==> config.mk <==
export PLATFORM = sky130hd
export DESIGN_NAME = key_event_decoder
export DESIGN_NICKNAME = d
export VERILOG_FILES = /design/src/rtl/key_event_decoder.sv
export SDC_FILE = /design/constraint.sdc
export NUM_CORES = 1
export LEC_CHECK = 0
export CAP_MARGIN = 20
export CORE_ASPECT_RATIO = 0.9
export CORE_MARGIN = 1
export CORE_UTILIZATION = 60
export CTS_CLUSTER_SIZE = 20
export DETAILED_ROUTE_END_ITERATION = 10
export GPL_ROUTABILITY_DRIVEN = 0
export PLACE_DENSITY = 0.79
export SETUP_SLACK_MARGIN = 0.1
export SYNTH_ARGS = -nofsm -noshare
export SYNTH_HDL_FRONTEND = slang
export SYNTH_SLANG_ARGS = --single-unit
==> constraint.sdc <==
create_clock -name clk -period 2.7 [get_ports clk]
set_clock_uncertainty 0.1 [all_clocks]
set_input_delay 0.27 -clock clk [delete_from_list [all_inputs] [get_ports clk]]
set_output_delay 0.27 -clock clk [all_outputs]
set_load 0.03 [all_outputs]
==> src/rtl/key_event_decoder.sv <==
// Classifies debounced key events into short press, double click, long press and auto-repeat.
// Every classified event is emitted as a registered single-cycle pulse.
module key_event_decoder #(
   parameter int LONG_CYC   = 50_000_000,
   parameter int DCLICK_CYC = 15_000_000,
   parameter int REPEAT_CYC = 10_000_000,
   parameter int CNT_W      = 26
) (
   input  logic clk,
   input  logic rst_n,
   input  logic i_key_flag,
   input  logic i_key_state,
   output logic o_short_press,
   output logic o_double_click,
   output logic o_long_press,
   output logic o_repeat,
   output logic o_busy
);

   typedef enum logic [2:0] {
      IDLE      = 3'd0,
      PRESS1    = 3'd1,
      LONG_HOLD = 3'd2,
      WAIT2     = 3'd3,
      PRESS2    = 3'd4
   } state_t;

   localparam logic [CNT_W-1:0] LONG_LAST   = CNT_W'(LONG_CYC - 1);
   localparam logic [CNT_W-1:0] DCLICK_LAST = CNT_W'(DCLICK_CYC - 1);
   localparam logic [CNT_W-1:0] REPEAT_LAST = CNT_W'(REPEAT_CYC - 1);

   state_t           state, next_state;
   logic [CNT_W-1:0] cnt, cnt_next;
   logic             press, release_ev;
   logic             short_next, double_next, long_next, repeat_next;

   assign press      = i_key_flag & ~i_key_state;
   assign release_ev = i_key_flag &  i_key_state;

   // Key events are tested before timer terminals so an event landing on
   // the terminal cycle always wins.
   always_comb begin
      // NOTE: every comb output gets a default first so no path infers a latch.
      next_state  = state;
      cnt_next    = cnt + CNT_W'(1);
      short_next  = 1'b0;
      double_next = 1'b0;
      long_next   = 1'b0;
      repeat_next = 1'b0;
      case (state)
         IDLE: begin
            cnt_next = '0;
            if (press) next_state = PRESS1;
         end
         PRESS1: begin
            if (release_ev) begin
               next_state = WAIT2;
            end else if (cnt == LONG_LAST) begin
               long_next  = 1'b1;
               next_state = LONG_HOLD;
            end
         end
         LONG_HOLD: begin
            if (release_ev) begin
               next_state = IDLE;
            end else if (cnt == REPEAT_LAST) begin
               repeat_next = 1'b1;
               cnt_next    = '0;
            end
         end
         WAIT2: begin
            if (press) begin
               next_state = PRESS2;
            end else if (cnt == DCLICK_LAST) begin
               short_next = 1'b1;
               next_state = IDLE;
            end
         end
         PRESS2: begin
            cnt_next = '0;
            if (release_ev) begin
               double_next = 1'b1;
               next_state  = IDLE;
            end
         end
         default: begin
            cnt_next   = '0;
            next_state = IDLE;
         end
      endcase
      if (next_state != state) cnt_next = '0;
   end

   // NOTE: sequential state uses non-blocking assignments so all registers
   // update together from the same pre-edge values.
   always_ff @(posedge clk or negedge rst_n) begin
      if (!rst_n) begin
         state          <= IDLE;
         cnt            <= '0;
         o_short_press  <= 1'b0;
         o_double_click <= 1'b0;
         o_long_press   <= 1'b0;
         o_repeat       <= 1'b0;
         o_busy         <= 1'b0;
      end else begin
         state          <= next_state;
         cnt            <= cnt_next;
         o_short_press  <= short_next;
         o_double_click <= double_next;
         o_long_press   <= long_next;
         o_repeat       <= repeat_next;
         o_busy         <= (next_state != IDLE);
      end
   end

endmodule

==> flow_metrics.tcl, run 1 <==
set metrics [dict create \
    status "finished, final reports clean" \
    drtIter0Drc 122 \
    ys_seq_area_share_pct 42.58 \
    number_of_buffer_and_inverter_stages_on_the_critical_path 1 \
    synth_compound_area_share_pct 6.137 \
    die_w_um 62.83 \
    hold-worst-slack_ns 0.2816 \
    h-tree-depth 2 \
    cts_made_buffers 5 \
    timing.final.hold_violations 0 \
    core_region_area_um2 3114 \
    synthesized_area_um2 1998 \
    r2r_slack_ns 0.25 \
    placed_cells_incl_taps 244 \
    highest-signal-layer "met4" \
    cts_max_path_buffers 2 \
    areaGrowthSynthToFinish_pct 11.02 \
    finalWirelength_um 4180 \
    routedWlPerCell_um 16.59 \
    critical_path.reg2reg.startpoint "cnt[0]" \
    synth_top_cell_area_share_pct 42.58 \
    cts_sinks 34 \
    power_switching_share_pct 40.09 \
    die-area_um2 3565 \
    worst_setup_path_end_kind "register" \
    final_critical_path_setup_slack_ns 0.2465 \
    antenna_cells_inserted 0 \
    hold_path.class "in2async" \
    layout.cells.most_common_list "dfrtp_1 (34), nor3_2 (20), xnor2_1 (18)" \
    syn_inst_count 198 \
    route.antenna.remaining_nets 0 \
    fill_cells 236 \
    dominant_combinational_cell_family_by_area_after_synthesis "simple AND/OR/NAND/NOR gates" \
    setup_repair_after_global_routing_missed_its_margin "no" \
    synth_area_leaders "dfrtp_1 (43%), nor3_2 (10%), xnor2_1 (7.9%)" \
    timing_max_transition_violations_final 0 \
    cp_cell_sequence "ha_1, nand3_1, nor4_4, a311oi_1, a211oi_4, buf_4, nor3_1" \
    synthDominantAreaCellType "dfrtp_1" \
    p_per_area_nw_per_um2 696.4 \
    crit_fanout 12 \
    drive_gt1_share_pct 19.52 \
    ctsHoldBuffers 0 \
    grt_util_all_layers_pct 27.00 \
    fin_setup_tns_ns 0 \
    power.share.clock_pct 25.1 \
    grt_first_pass_wirelength_um 7182 \
    share_comb_of_total_power_pct 35.5 \
    slew_headroom_pct 58.00 \
    cp_top_family "simple AND/OR/NAND/NOR gates" \
    max_stage_delay_ns 0.48 \
    post_synth_mux_area_share_pct 0 \
    synth_seq_cells 34 \
    postSynthNetCount 203 \
    switching_power_w 0.0006194 \
    first_pass_iters 5 \
    reg_to_reg_critical_path_endpoint "cnt[25]" \
    max_slew.worst_pin.slew_ns 0.6215 \
    synth.lib_cells_used.distinct 41 \
    synth_simple_gate_area_share_pct 35.63 \
    worst_ep_required_time_ns 2.77 \
    fin_crit_ns 2.454 \
    placementRows 19 \
    synth.yosys.warnings 0 \
    ir_drop_worst_vdd_mv 0.4592 \
    final-instance-count-excl-fill 252 \
    worst_r2r_path_depth 7 \
    crit_arrival_ns 2.53 \
    total_power_w 0.001545 \
    via_count_of_the_first_global_routing_pass 1522 \
    port_buffer_count 8 \
    top_level_ports 9 \
    critical_path_top_delay_cell "nor4_4" \
    final_common_cell "dfrtp_1" \
    internal-power_w 0.0009255 \
    yosys.area_share.adder_pct 0.6262 \
    pre_cts_slack_ns 0.1983 \
    timing.final.setup_violations 0 \
    clk_transition_reported_paths_ns 0.07 \
    static-leakage-power_nw 0.8189 \
    met3_wirelength_um 289 \
    route.detailed.drc 0 \
    antenna_found_initial 0 \
    crit_type "reg2reg" \
    avgSynthCellArea_um2 10.09 \
    chip_height_um 56.75 \
    maxCapViolations 0 \
    clockRootBuffer "clkbuf_8" \
    final_min_period_over_clock_period_pct 90.87 \
    routed_metal_1_wirelength_um 1746 \
    fmaxAchievable_mhz 407.6 \
    detail_route.vias_per_cell 6.325 \
    insertion_delay_ns 0.30 \
    cts_tree "yes" \
    via_count_of_the_routed_design 1594 \
    place_hpwl_um 2946 \
    initial_core_util_pct 64.16 \
    seq_power_share_pct 39.4 \
    global_route.overflow_total 0 \
    synth_xor_area_share_pct 10.52 \
    met2WireLength_um 2096 \
    start_kind "register" \
    pin_count_of_the_biggest_net_entering_global_routing 35 \
    final_net_count 214 \
]
[worst register-to-register path, cell delays in order, from the launching register on]
cell and delay [ns]:
dfrtp_1 0.41, ha_1 0.20, nand3_1 0.28, nor4_4 0.48, a311oi_1 0.23, a211oi_4 0.26, buf_4 0.27, nor3_1 0.10
[cell usage after synthesis, drive strengths merged]
cell / number
nor4bb: 1
ha: 1
xor2: 6
nand4: 5
or3: 2
nor4: 12
o31ai: 1
nor2: 10
a211oi: 1
nor3b: 1
a21oi: 5
nor4b: 2
a311oi: 2
nand4b: 2
o21ai: 2
and3: 2
xnor2: 18
inv: 9
or4: 2
buf: 4
a221oi: 1
nor2b: 1
and2: 2
nand3: 15
o22ai: 1
nand4bb: 2
nand2b: 1
o32ai: 1
and4: 1
dfrtp: 34
a41oi: 1
clkbuf: 5
nand2: 13
nor3: 32
[power groups by stage]
stage               Sequential, W  Clock [W]  Combinational (W)
detailed placement       0.000617          0           0.000546
global route             0.000616   0.000419           0.000601
global placement         0.000613          0           0.000533
finish                   0.000609   0.000388           0.000548
floorplan                0.000594          0           0.000468
CTS                      0.000607   0.000394           0.000549
[final cells by class]
cell class | count | area, um^2 | share of cell area, %
flip-flops and latches | 34 | 850.8 | 38.35
multi-input cells | 146 | 1072 | 48.34
clock inverters | 1 | 5.005 | 0.2256
well taps | 42 | 52.55 | 2.369
clock buffers | 7 | 86.33 | 3.892
repair buffers | 13 | 117.6 | 5.302
inverters | 9 | 33.78 | 1.523
[sequential cells by signal (all words and copies together), names as in the netlist]
register and flops:
cnt 26, o_busy 1, o_repeat 1, o_double_click 1, o_long_press 1, o_short_press 1, state 3
[metrics by stage]
step	util, %	cell area [um^2]
final	71.23	2218
after global routing	71.23	2218
after CTS	70.75	2203
after detailed placement	67.82	2112
after global placement	67.82	2112
after floorplan	-	1998
[per-layer routing]
| metal | vias to the layer above | track usage [%] |
|---|---|---|
| met5 | - | 0 |
| met4 | 0 | 9.635 |
| met3 | 10 | 9.350 |
| met2 | 70 | 42.86 |
| met1 | 774 | 34.17 |
| li1 | 740 | - |
[how the worst max path moves through the flow]
stage	cells past startpoint	to	slack, ns	start
after floorplan	7	cnt[16]	0.37	cnt[0]
after global placement	7	cnt[25]	0.31	cnt[0]
after detailed placement	7	cnt[25]	0.20	cnt[0]
after CTS	7	cnt[4]	0.19	cnt[0]
after global routing	7	cnt[25]	0.07	cnt[0]
final	7	cnt[25]	0.25	cnt[0]
[cell families after synthesis]
| family | after synthesis |
|---|---|
| AND/OR/NAND/NOR | 106 |
| buffers and inverters | 18 |
| XOR/XNOR | 24 |
| adder cells (fa/ha/maj) | 1 |
| flip-flops | 34 |
| AO/OA/AOI/OAI | 15 |
[repair_timing]
action | 4_1_cts | 5_1_grt
setup buffers | 0 | 0
gates resized for setup | 0 | 2
endpoints found under the setup margin | 0 | 26
Power figures use the tool's default switching activity.
==> run 2, diff against run 1 <==
- ABC_AREA: unset -> 1
==> flow_metrics.tcl, run 2 <==
set metrics [dict create \
    layout.cells.most_common_list "nand2_1 (68), nor2_1 (50), inv_1 (40)" \
    synth.yosys.warnings 0 \
    status "finished, final reports clean" \
    largest_register "cnt" \
    pin_count_of_the_biggest_net_entering_global_routing 35 \
    fin_setup_tns_ns 0 \
    insertion_delay_ns 0.29 \
    place_hpwl_um 3714 \
    worst_setup_path_end_kind "register" \
    seq_power_share_pct 36.6 \
    hold_path.class "in2async" \
    fill_cells 298 \
    ff_latch_area_um2 850.8 \
    final_common_cell "nand2_1" \
    synth.lib_cells_used.distinct 26 \
    syn_inst_count 319 \
    global_route.overflow_total 0 \
    synth.top_cells.by_count "nand2_1 (68), nor2_1 (50), inv_1 (40), dfrtp_1 (34), nand3_1 (34)" \
    cts_made_buffers 5 \
    initial_core_util_pct 64.39 \
    die_w_um 66.40 \
    cts.repair.resized 0 \
    share_comb_of_total_power_pct 38.5 \
    detail_route.vias_per_cell 5.496 \
    setup_repair_after_global_routing_missed_its_margin "no" \
    die-area_um2 3981 \
    synth_flop_cell "dfrtp_1" \
    power.share.clock_pct 24.9 \
    synth_edf_count 0 \
    crit_arrival_ns 2.26 \
    power_switching_share_pct 42.81 \
    placementRows 20 \
    drive_gt1_share_pct 15.62 \
    first_pass_iters 4 \
    grt_util_all_layers_pct 28.26 \
    static-leakage-power_nw 1.100 \
    cts_tree "yes" \
    p_per_area_nw_per_um2 643.2 \
    multi_input_comb_area_um2 1180 \
    largest_reg_flops 26 \
    route.detailed.drc 0 \
    ys_async_sr_fraction_pct 100.0 \
    final_net_count 337 \
    synth_seq_cells 34 \
    core_region_area_um2 3478 \
    timing.final.setup_violations 0 \
    postSynthNetCount 324 \
    synthDominantAreaCellType "dfrtp_1" \
    ys_seq_area_share_pct 37.99 \
    drtIter0Drc 235 \
    ctsHoldBuffers 0 \
    crit_type "reg2reg" \
    maxCapViolations 0 \
    start_kind "register" \
    antenna_found_initial 0 \
    h-tree-depth 2 \
    synthesized_area_um2 2240 \
    finalWirelength_um 5060 \
    port_buffer_count 8 \
    via_count_of_the_routed_design 2072 \
    routedWlPerCell_um 13.42 \
    critical_path.reg2reg.startpoint "cnt[0]" \
    internal-power_w 0.0008952 \
    crit_fanout 26 \
    timing.final.hold_violations 0 \
    clk_transition_reported_paths_ns 0.07 \
    switching_power_w 0.0006701 \
    timing_max_transition_violations_final 0 \
    fin_crit_ns 2.204 \
    post_cts_buffers 0 \
    chip_height_um 59.96 \
    total_power_w 0.001565 \
    synth.most_common_cell "nand2_1" \
    slew_headroom_pct 69.11 \
    cts_sinks 34 \
    max_slew.worst_pin.slew_ns 0.4598 \
    ir_drop_worst_vdd_mv 0.4161 \
    worst_ep_required_time_ns 2.76 \
    via_count_of_the_first_global_routing_pass 1811 \
    final_min_period_over_clock_period_pct 81.62 \
    top_level_ports 9 \
    biggestRegsByFlops "cnt: 26 flops, state: 3 flops" \
    areaGrowthSynthToFinish_pct 8.659 \
    timing.critical_path.from "cnt[0]" \
    route.antenna.remaining_nets 0 \
    synth_top_cell_area_share_pct 37.99 \
    clockRootBuffer "clkbuf_8" \
    synth_area_leaders "dfrtp_1 (38%), nand2_1 (11%), nor2_1 (8.4%)" \
    antenna_cells_inserted 0 \
    grt_first_pass_wirelength_um 8293 \
    fmaxAchievable_mhz 453.8 \
    avgSynthCellArea_um2 7.021 \
    cts_max_path_buffers 2 \
]
[run 2: cell count changes after synthesis, sizes merged, moves of 6 or more]
cell / change
inv: +32
nor3: -22
or2: +7
o21ai: +6
nor2: +65
xnor2: -18
nand3: +21
nand4: +8
nor4: -11
nand2: +61
[run 2: final cells by class]
cell class	instances	share of cell area, %
Sequential cell	34	34.96
Multi-Input combinational cell	239	48.48
Tap cell	44	2.262
Inverter	41	6.324
Clock buffer	7	3.548
Clock inverter	1	0.2057
Timing Repair Buffer	11	4.216
[run 2: power by group through the flow]
stage / combinational (W) / sequential (W) / clock (W)
final: 0.000603 / 0.000573 / 0.000390
after global routing: 0.000668 / 0.000575 / 0.000413
after CTS: 0.000608 / 0.000572 / 0.000395
after detailed placement: 0.000601 / 0.000581 / 0
after global placement: 0.000590 / 0.000580 / 0
after floorplan: 0.000559 / 0.000592 / 0
[run 2: path summary, 6_finish.rpt]
kind / end / slack (ns) / depth (start not counted)
worst max-delay path: cnt[1] / 0.50 / 12
worst max register to register: cnt[1] / 0.50 / 12
min in group clk: o_long_press / 0.45 / 1
worst min register to register: o_long_press / 0.45 / 1
max in group asynchronous: cnt[17] / 1.90 / 2
worst min-delay path: cnt[5] / 0.29 / 2
[run 2: worst max-delay path: stages, from the launching register on]
cell and delay (ns):
dfrtp_1 0.37, ha_1 0.26, nand2_2 0.10, nor2_4 0.17, nand2_2 0.09, nor2_2 0.13, nand3_2 0.11, nand2_2 0.10
nand3_2 0.09, nand2_1 0.08, nand2_2 0.06, nand2_4 0.32, nor2_1 0.08
[run 2: kinds of logic after synthesis]
logic type	share of synthesized area, %
AO/OA/AOI/OAI	3.798
XOR/XNOR	1.955
buffers and inverters	9.329
flip-flops	37.99
AND/OR/NAND/NOR	46.37
adder cells (fa/ha/maj)	0.5586
[run 2: metrics by stage]
| stage | area [um^2] | std cells | hold WS (ns) | worst slack (ns) | utilization [%] |
|---|---|---|---|---|---|
| after CTS | 2434 | 377 | 0.3060 | 0.5001 | 69.96 |
| after global routing | 2434 | 377 | 0.3394 | 0.2976 | 69.96 |
| after detailed placement | 2342 | 369 | 0.4369 | 0.5413 | 67.34 |
| after global placement | 2342 | 369 | 0.4457 | 0.6379 | 67.34 |
| final | 2434 | 377 | 0.2888 | 0.4963 | 69.96 |
| after floorplan | 2240 | 319 | -0.1256 | 0.8626 | - |
[run 2: routing by layer]
| layer | track usage (%) | vias up | routed length (um) |
|---|---|---|---|
| li1 | - | 1039 | - |
| met1 | 40.67 | 941 | 2359 |
| met2 | 42.42 | 85 | 2234 |
| met3 | 5.153 | 7 | 384 |
| met4 | 10.33 | 0 | 81 |
| met5 | 0 | - | 0 |
